File: src/rtl/dram_sp_pkg.sv
`default_nettype none
// ============================================================================
//  Module      : dram_sp_pkg
//  Description : Shared definitions for the single-port distributed RAM
//                generator. Holds the clear-sequencer state encoding and the
//                write-mode selector constants.
//  Ports       : none (package)
//  Revision    : 1.0 - initial release
// ============================================================================
package dram_sp_pkg;

  // Clear sequencer state encoding.
  typedef enum logic [0:0] {
    ST_IDLE  = 1'b0,
    ST_CLEAR = 1'b1
  } clr_state_e;

  // Write-mode selectors for the registered read port.
  localparam int WMODE_RF = 0;  // read-first: dout shows the old word
  localparam int WMODE_WF = 1;  // write-first: dout shows the new word

endpackage : dram_sp_pkg
`default_nettype wire

File: src/rtl/dram_sp_clr.sv
`default_nettype none
// ============================================================================
//  Module      : dram_sp_clr
//  Description : Clear sequencer. Walks every word address once, asserting a
//                write enable so the top level can zero the array. Entered on
//                reset or on a clear request while idle.
//  Ports       : clk      - clock
//                rst      - synchronous active-high reset (starts a clear)
//                clr      - clear request (ignored while a clear is running)
//                busy     - high for exactly DEPTH cycles per clear
//                clr_addr - address being zeroed this cycle
//                clr_we   - write enable for the zeroing write
//  Revision    : 1.0 - initial release
// ============================================================================
module dram_sp_clr
  import dram_sp_pkg::*;
#(
  parameter int AW = 4
) (
  input  logic          clk,
  input  logic          rst,
  input  logic          clr,
  output logic          busy,
  output logic [AW-1:0] clr_addr,
  output logic          clr_we
);

  // Last address of the array (DEPTH-1) is the all-ones AW-bit value.
  localparam logic [AW-1:0] CNT_LAST = '1;

  clr_state_e    state;
  logic [AW-1:0] cnt;

  always_ff @(posedge clk) begin
    if (rst) begin
      state <= ST_CLEAR;
      cnt   <= '0;
    end else begin
      case (state)
        ST_IDLE: begin
          if (clr) begin
            state <= ST_CLEAR;
            cnt   <= '0;
          end
        end
        ST_CLEAR: begin
          // clr is deliberately not looked at here: a running clear is
          // neither restarted nor extended by another request.
          cnt <= cnt + 1'b1;
          if (cnt == CNT_LAST) begin
            state <= ST_IDLE;
          end
        end
        default: begin
          state <= ST_IDLE;
        end
      endcase
    end
  end

  // All outputs are straight decodes of flop outputs.
  assign busy     = (state == ST_CLEAR);
  assign clr_we   = busy;
  assign clr_addr = cnt;

endmodule : dram_sp_clr
`default_nettype wire

File: src/rtl/dram_sp_gen.sv
`default_nettype none
// ============================================================================
//  Module      : dram_sp_gen
//  Description : Parameterised single-port distributed RAM with asynchronous
//                array read, synchronous write, optional output register with
//                read-first / write-first behaviour, and a self-timed
//                whole-array clear sequence.
//  Ports       : clk  - clock
//                rst  - synchronous active-high reset (launches a clear)
//                clr  - request to zero the whole array
//                wre  - write enable (ignored while busy or with clr)
//                ad   - word address shared by read and write
//                di   - write data
//                dout - read data
//                busy - clear sequence in progress
//  Revision    : 1.0 - initial release
// ============================================================================
module dram_sp_gen
  import dram_sp_pkg::*;
#(
  parameter int DW    = 8,
  parameter int AW    = 4,
  parameter int OREG  = 1,
  parameter int WMODE = WMODE_RF
) (
  input  logic          clk,
  input  logic          rst,
  input  logic          clr,
  input  logic          wre,
  input  logic [AW-1:0] ad,
  input  logic [DW-1:0] di,
  output logic [DW-1:0] dout,
  output logic          busy
);

  localparam int DEPTH = 1 << AW;

  // Storage has no reset; its contents come only from the clear sequence
  // and user writes.
  logic [DW-1:0] mem [DEPTH];

  logic          clr_we;
  logic [AW-1:0] clr_addr;
  logic          user_we;
  logic          wr_en;
  logic [AW-1:0] wr_addr;
  logic [DW-1:0] wr_data;
  logic [DW-1:0] rd_data;

  dram_sp_clr #(
    .AW (AW)
  ) u_clr (
    .clk      (clk),
    .rst      (rst),
    .clr      (clr),
    .busy     (busy),
    .clr_addr (clr_addr),
    .clr_we   (clr_we)
  );

  // A user write is dropped while clearing, and also when it coincides with
  // a clear request (the clear takes priority).
  assign user_we = wre & ~busy & ~clr;

  // Write-port mux: the clear sequencer owns the port whenever it is active.
  assign wr_en   = clr_we | user_we;
  assign wr_addr = clr_we ? clr_addr : ad;
  assign wr_data = clr_we ? '0 : di;

  always_ff @(posedge clk) begin
    if (wr_en) begin
      mem[wr_addr] <= wr_data;
    end
  end

  assign rd_data = mem[ad];

  generate
    if (OREG != 0) begin : g_oreg
      logic [DW-1:0] dout_r;

      always_ff @(posedge clk) begin
        if (rst) begin
          dout_r <= '0;
        end else if (busy) begin
          dout_r <= '0;
        end else if ((WMODE == WMODE_WF) && user_we) begin
          dout_r <= di;
        end else begin
          // Read-first: the array read sees the word before this edge's write.
          dout_r <= rd_data;
        end
      end

      assign dout = dout_r;
    end else begin : g_comb
      // Zero latency; during a clear this shows the array as it is zeroed.
      assign dout = rd_data;
    end
  endgenerate

endmodule : dram_sp_gen
`default_nettype wire
File: config.mk
export PLATFORM = sky130hd
export DESIGN_NAME = dram_sp_gen
export DESIGN_NICKNAME = d
export VERILOG_FILES = /design/src/rtl/dram_sp_pkg.sv /design/src/rtl/dram_sp_clr.sv /design/src/rtl/dram_sp_gen.sv
export SDC_FILE = /design/constraint.sdc
export NUM_CORES = 1
export LEC_CHECK = 0
export BUFFER_PORTS_ARGS = -buffer_cell sky130_fd_sc_hd__buf_2
export CAP_MARGIN = 20
export CORE_AREA = 2 2 140 142
export DETAILED_ROUTE_END_ITERATION = 10
export DIE_AREA = 0 0 142 144
export GPL_TIMING_DRIVEN = 0
export SLEW_MARGIN = 20
export SYNTH_ARGS = -nofsm -noshare
export SYNTH_HDL_FRONTEND = slang
export SYNTH_SLANG_ARGS = --single-unit
File: constraint.sdc
create_clock -name clk -period 4.6 [get_ports clk]
set_input_delay 0.46 -clock clk [delete_from_list [all_inputs] [get_ports clk]]
set_output_delay 0.46 -clock clk [all_outputs]
set_load 0.02 [all_outputs]
==> results.txt, run 1 <==
status: finished, final reports clean
max-slew violation count: 0
routed wire length: 12190 um
post-synthesis area per instance: 16.76 sq um
largest net degree at the start of global routing: 17
DR top layer: met4
total leakage power: 2.355 nW
wire length on met1: 5374 um
routed length per placed instance: 19.40 um
leading area contributor after synthesis: edfxtp_1
sequential fraction of the synthesis area: 72.89%
dominant cells by area after synthesis: edfxtp_1, mux2i_1, dfxtp_1
final count of hold timing violations: 0
vias post-DR: 3054
met3 wire length: 703 um
worst clock skew on the final layout: 0.009968 ns
Relative slew margins: 25.86%
number of standard cells in the final layout excluding fillers: 628
# clock sinks: 141
setup slack at placement: 1.982 ns
highest fanout seen on the critical path: 10
Port Buffers: 22
data required time at the worst endpoint: 4.64 ns
CORE AREA: 19080 sq um
starting utilization of the core area: 29.51%
Distinct cells, synth: 36
most common cell after layout, fill and taps aside: edfxtp_1
fraction of post-synthesis cell area in the top cell type by area: 68.27%
I/O Pins: 25
antenna violations before repair: 0
endpoint class of the critical path: flop
Root Driver: clkbuf_16
net count of the mapped netlist: 353
DRC marker count from the first detailed-route iteration: 265
remaining global-route overflow: 0
data arrival time of the critical path: 2.31 ns
Die H: 144 um
Final Setup Violations: 0
setup slack of the critical path after layout: 2.330 ns
die area: 20450 sq um
insertion delay of the later-clocked pin in the worst-skew pair: 0.42 ns
number of nets at the end of the flow: 394
postcts setup bufs: 0
global-route usage over all layers: 12.69%
hold slack: 0.3158 ns
Synth-to-Final Area Change: 17.82%
clock slew at the register clock pins of the worst setup and hold paths: 0.06 ns
final clock period utilization by the worst path: 49.34%
areal power density over the cells: 430.6 nW/um^2
most frequently used flop master after synthesis: edfxtp_1
post_cts resized: 0
CTS Hold Buffers Added: 0
number of enable flip-flop cells after synthesis: 128
kind of start point of the critical path: flop
met2 wire length: 5895 um
path type of the worst setup path: reg2reg
global-route wire length before repair: 18620 um
count of warnings emitted by yosys: 0
horizontal extent of the die: 142 um
via count of the first global-routing pass: 3274
maximum operating frequency: 440.6 MHz
CTS tree: done
Post-Synthesis Cells: 336
router iterations before antenna repair: 5
min cycle time layout: 2.270 ns
worst vdd rail ir drop: 0.2479 mV
number of rows created at floorplan: 51
highest-count cells in the layout ignoring fill and taps: edfxtp_1, mux2i_1, buf_2, a22oi_1, nor2_1
number of antenna diodes: 0
number of placed cells counting well taps: 596
share of post-route cells with drive strength above 1: 22.31%
Async SR Flop Fraction: 0%
Final ANT Viol Nets: 0
number of buffers created by CTS: 17
number of flip-flops and latches in the synthesized netlist: 141
path category of the worst min-delay check: in2reg
post-synth design cell area: 5630 sq um
Placer Congestion: 0.8321
number of DRC violations after detailed routing: 0
vias per cell: 4.863
number of buffers between clock root and the deepest sink: 2
H-tree depth: 4
number of max-cap violations: 0
unrepaired setup endpoints after global routing: no
Sum Neg Setup Slack: 0 ns
slew at the pin closest to its max-slew limit: 1.110 ns
Post-DP HPWL: 8226 um
==> metrics by stage <==
stage                     power [W]  instance area (sq um)  util, %
final                      0.002857                   6634    34.77
after CTS                  0.002876                   6616    34.68
after detailed placement   0.001573                   6043    31.67
after floorplan            0.001531                   5630        -
after global routing       0.002942                   6634    34.77
after global placement     0.001569                   6038    31.65
==> layout make-up <==
| type | count | area [sq um] |
|---|---|---|
| Inverter | 4 | 15.01 |
| Clock buffer | 17 | 425.4 |
| Timing Repair Buffer | 22 | 110.1 |
| Fill cell | 1776 | 12450 |
| Multi-Input combinational cell | 175 | 1381 |
| Tap cell | 238 | 297.8 |
| Sequential cell | 141 | 4104 |
| Buffer | 16 | 152.6 |
| Clock inverter | 15 | 147.6 |
==> layer usage <==
layer	vias to the layer above	track usage, %
met3	14	3.377
met4	0	5.263
met5	-	0
li1	1407	-
met2	85	20.59
met1	1548	16.18
==> cell families (layout without fill, tap and decap cells) <==
group / after synthesis / in the layout / share of synthesized area (%)
AND/OR/NAND/NOR: 61 / 61 / 5.289
multiplexers: 62 / 62 / 12.16
AO/OA/AOI/OAI: 51 / 51 / 6.467
buffers and inverters: 20 / 74 / 2.978
flip-flops: 141 / 141 / 72.89
adder cells (fa/ha/maj): 1 / 1 / 0.2222
==> worst paths after layout <==
path | from | slack (ns) | depth (start not counted) | endpoint
worst max-delay path | u_clr.busy | 2.33 | 5 | mem[8][0]
worst min-delay path | rst | 0.32 | 2 | u_clr.clr_addr[2]
worst max register to register | u_clr.busy | 2.33 | 5 | mem[8][0]
worst min register to register | u_clr.clr_addr[2] | 0.58 | 2 | u_clr.clr_addr[2]
==> registers in the layout, indices dropped and copies added, names as in the netlist <==
register	cells
dout	8
u_clr.busy	1
u_clr.clr_addr	4
mem	128
==> power by group <==
part           total, W  switching [W]  internal, W
combinational  0.000129      0.0000765    0.0000523
sequential      0.00142     0.00000926      0.00141
clock           0.00131       0.000518     0.000793
==> synth_stat cells (3+ instances only) <==
cell type	count
a22oi_1	26
a32oi_1	4
buf_2	6
buf_6	3
dfxtp_1	13
edfxtp_1	128
inv_1	4
mux2i_1	56
mux4_2	5
nand2_1	11
nand3_1	4
nor2_1	24
nor2b_1	10
nor3_1	3
o211ai_1	4
o21ai_0	6
o21ai_1	3
==> critical path: stages, from the launching register on <==
cell and delay, ns:
dfxtp_1 0.33, buf_6 0.14, or4b_4 0.53, o21ai_2 0.10, nand2_2 0.10, nor2_1 0.68
(Power assumes the default switching activity.)
==> inputs of run 2 (changes only) <==
- ABC_AREA: unset -> 1
- CORE_AREA: 2 2 140 142 -> 2 2 145 147
- DIE_AREA: 0 0 142 144 -> 0 0 147 149
- clock period: 4.6 -> 2 ns (I/O delays scaled with it)
==> run 2 against run 1 <==
Compared with the run above: critical path depth did not move; count of clock-buffer cells in the layout unchanged; cell area is 9.2% higher; routed wire length is 25% higher; synthesized area rose by 6.6%; largest power group unchanged; hold slack worse by 0.24 ns; non-clock buffer count increased by 14; global-route usage increased by 1.9 points; critical endpoint is now mem[13][5]; via count increased by 37%.
==> results.txt, run 2 <==
final clock period utilization by the worst path: 95.68% (+46 points)
proportion of power drawn by combinational gates: 6.0% (+1.5 points)
Final ANT Viol Nets: 0 (unchanged)
switching power of the nets: 0.001516 W (+150%)
number of max-cap violations: 0 (unchanged)
number of DRC violations after detailed routing: 0 (unchanged)
Relative slew margins: 39.51% (+14 points)
Sum Neg Setup Slack: 0 ns (unchanged)
routed wire length: 15250 um (+25%)
startpoint of the lowest-slack hold path: clr
Placer Congestion: 0.8633 (+3.7%)
Synth Area in Adders: 0.2085% (-0.014 points)
Synth-to-Final Area Change: 20.68%
top cells by instance count after synthesis: nand2_1, edfxtp_1, nand3_1
most frequently used flop master after synthesis: edfxtp_1
R2R Setup Slk: 0.09 ns (-2.24 ns)
hold slack: 0.07412 ns (-0.2417 ns)
largest register by flop count: mem
post-synth design cell area: 6001 sq um (+6.6%)
simple-gate share of the synthesized area: 21.87% (+17 points)
path category of the worst min-delay check: in2reg
final count of hold timing violations: 0 (unchanged)
Die H: 149 um (+3.5%)
Power Internal: 0.005309 W (+140%)
routed length per placed instance: 16.48 um (-15%)
net count of the mapped netlist: 610 (+73%)
# clock sinks: 141 (unchanged)
Post-Synthesis Cells: 593 (+76%)
slew at the pin closest to its max-slew limit: 0.9064 ns (-0.2034 ns)
vias post-DR: 4177 (+37%)
mux contribution to synthesized area: 0% (-12 points)
highest fanout seen on the critical path: 8 (-2)
max-slew violation count: 0 (unchanged)
sw frac: 22.21% (+1.1 points)
antenna violations before repair: 0 (unchanged)
number of flip-flops and latches in the synthesized netlist: 141 (unchanged)
CORE AREA: 20560 sq um (+7.7%)
path type of the worst setup path: reg2reg
kind of start point of the critical path: flop
number of buffers created by CTS: 17 (unchanged)
Distinct cells, synth: 19 (-47%)
I/O Pins: 25 (unchanged)
Post-DP HPWL: 10200 um (+24%)
global-route wire length before repair: 23080 um (+24%)
CTS tree: done
utilization of the core after routing: 35.23% (+0.46 points)
H-tree depth: 4 (unchanged)
remaining global-route overflow: 0 (unchanged)
Root Driver: clkbuf_16
count of warnings emitted by yosys: 0 (unchanged)
highest-count cells in the layout ignoring fill and taps: nand2_1, edfxtp_1, inv_1, nand3_1, buf_2
via count of the first global-routing pass: 3975 (+21%)
relative contribution of the clock network to total power: 46.3% (+0.4 points)
number of standard cells in the final layout excluding fillers: 925 (+47%)
compound-cell area share of the yosys netlist: 1.751% (-4.7 points)
post-synthesis area per instance: 10.12 sq um (-40%)
maximum operating frequency: 522.6 MHz (+19%)
number of enable flip-flop cells after synthesis: 128 (unchanged)
Async SR Flop Fraction: 0% (unchanged)
min cycle time layout: 1.914 ns (-0.3562 ns)
die area: 21900 sq um (+7.1%)
data arrival time of the critical path: 2.01 ns (-0.30 ns)
number of placed cells counting well taps: 889 (+49%)
largest family of logic cells by synthesized area: simple AND/OR/NAND/NOR gates
startpoint of the most critical register-to-register path: u_clr.busy
share of post-route cells with drive strength above 1: 17.08% (-5.2 points)
dominant cells by area after synthesis: edfxtp_1, nand2_1, nand3_1
DRC marker count from the first detailed-route iteration: 379 (+43%)
global-route usage over all layers: 14.58% (+1.9 points)
clock slew at the register clock pins of the worst setup and hold paths: 0.06 ns (about the same)
worst clock skew on the final layout: 0.008218 ns (-0.001751 ns)
number of rows created at floorplan: 53 (+3.9%)
status: finished, final reports clean
number of nets at the end of the flow: 655 (+66%)
leading cell type by number of instances after synthesis: nand2_1
most common cell after layout, fill and taps aside: nand2_1
total leakage power: 3.035 nW (+29%)
number of buffers between clock root and the deepest sink: 2 (unchanged)
Port Buffers: 21 (-4.5%)
sequential fraction of the synthesis area: 68.39% (-4.5 points)
data required time at the worst endpoint: 2.10 ns (-2.54 ns)
leading area contributor after synthesis: edfxtp_1
areal power density over the cells: 942.4 nW/um^2 (+120%)
Final Setup Violations: 0 (unchanged)
vias per cell: 4.516 (-7.1%)
number of antenna diodes: 0 (unchanged)
endpoint class of the critical path: flop
fraction of post-synthesis cell area in the top cell type by area: 64.05% (-4.2 points)
starting utilization of the core area: 29.19% (-0.32 points)
insertion delay of the later-clocked pin in the worst-skew pair: 0.43 ns (about the same)
worst setup path startpoint: u_clr.busy
router iterations before antenna repair: 5 (unchanged)
horizontal extent of the die: 147 um (+3.5%)
number of flip-flops in the largest register: 128 (unchanged)
Seq pwr share: 47.6% (-2.0 points)
largest net degree at the start of global routing: 17 (unchanged)
worst vdd rail ir drop: 0.6065 mV (+140%)
xor and xnor area share after synthesis: 0% (unchanged)
[run 2: final timing paths]
check	cells past startpoint	end
max reg2reg	5	mem[13][5]
min reg2reg	2	u_clr.clr_addr[2]
min	4	u_clr.clr_addr[1]
max	5	mem[13][5]
[run 2: stage by stage]
stage               setup WS, ns  instance area (sq um)  total power [W]
floorplan                 0.1677                   6001         0.003555
global placement         -0.2448                   6450         0.003687
detailed placement       -0.2859                   6465         0.003691
CTS                      -0.1566                   7107         0.006838
global route            -0.01850                   7242         0.007026
finish                   0.08634                   7242         0.006825
[run 2: timing repair]
action,in CTS,in global routing
buffers inserted,0,4
endpoints found under the hold margin,3,0
hold buffers,1,0
endpoints found under the setup margin,152,128
pin swaps,0,6
resized for setup,14,24
[run 2: final cells by class]
type                       count  area, sq um
fill                        2059        13320
sequential                   141         4104
multi-input combinational    341         1590
clock buffer                  17        425.4
tap                          275        344.1
inverter                      85        319.1
clock inverter                14        166.4
buffer                        26        147.6
timing repair buffer          26        145.1
[run 2: kinds of logic after synthesis]
| logic type | after synthesis |
|---|---|
| DFF | 141 |
| AOI/OAI and AO/OA | 19 |
| and+or+nand+nor | 321 |
| buffers and inverters | 111 |
| adders and majority gates | 1 |
[run 2: power by group through the flow]
stage	Clock, W	Sequential (W)	Combinational [W]
2_1_floorplan	0	0.00331	0.000245
3_3_place_gp	0	0.00331	0.000373
3_5_place_dp	0	0.00331	0.000376
4_1_cts	0.00320	0.00325	0.000388
5_1_grt	0.00332	0.00326	0.000455
6_report	0.00316	0.00325	0.000411
[run 2: layer usage]
metal,vias to the layer above,track usage (%),wire length [um]
met4,0,5.962,431
li1,2026,-,-
met5,-,0,0
met3,36,3.884,1127
met1,1937,18.90,6539
met2,178,23.33,7148
[run 2: critical path, cell delays in order (launching register included)]
cell and delay, ns:
dfxtp_1 0.48, inv_2 0.12, or2_0 0.24, o21ai_2 0.09, nand2_1 0.28, nor2_4 0.37
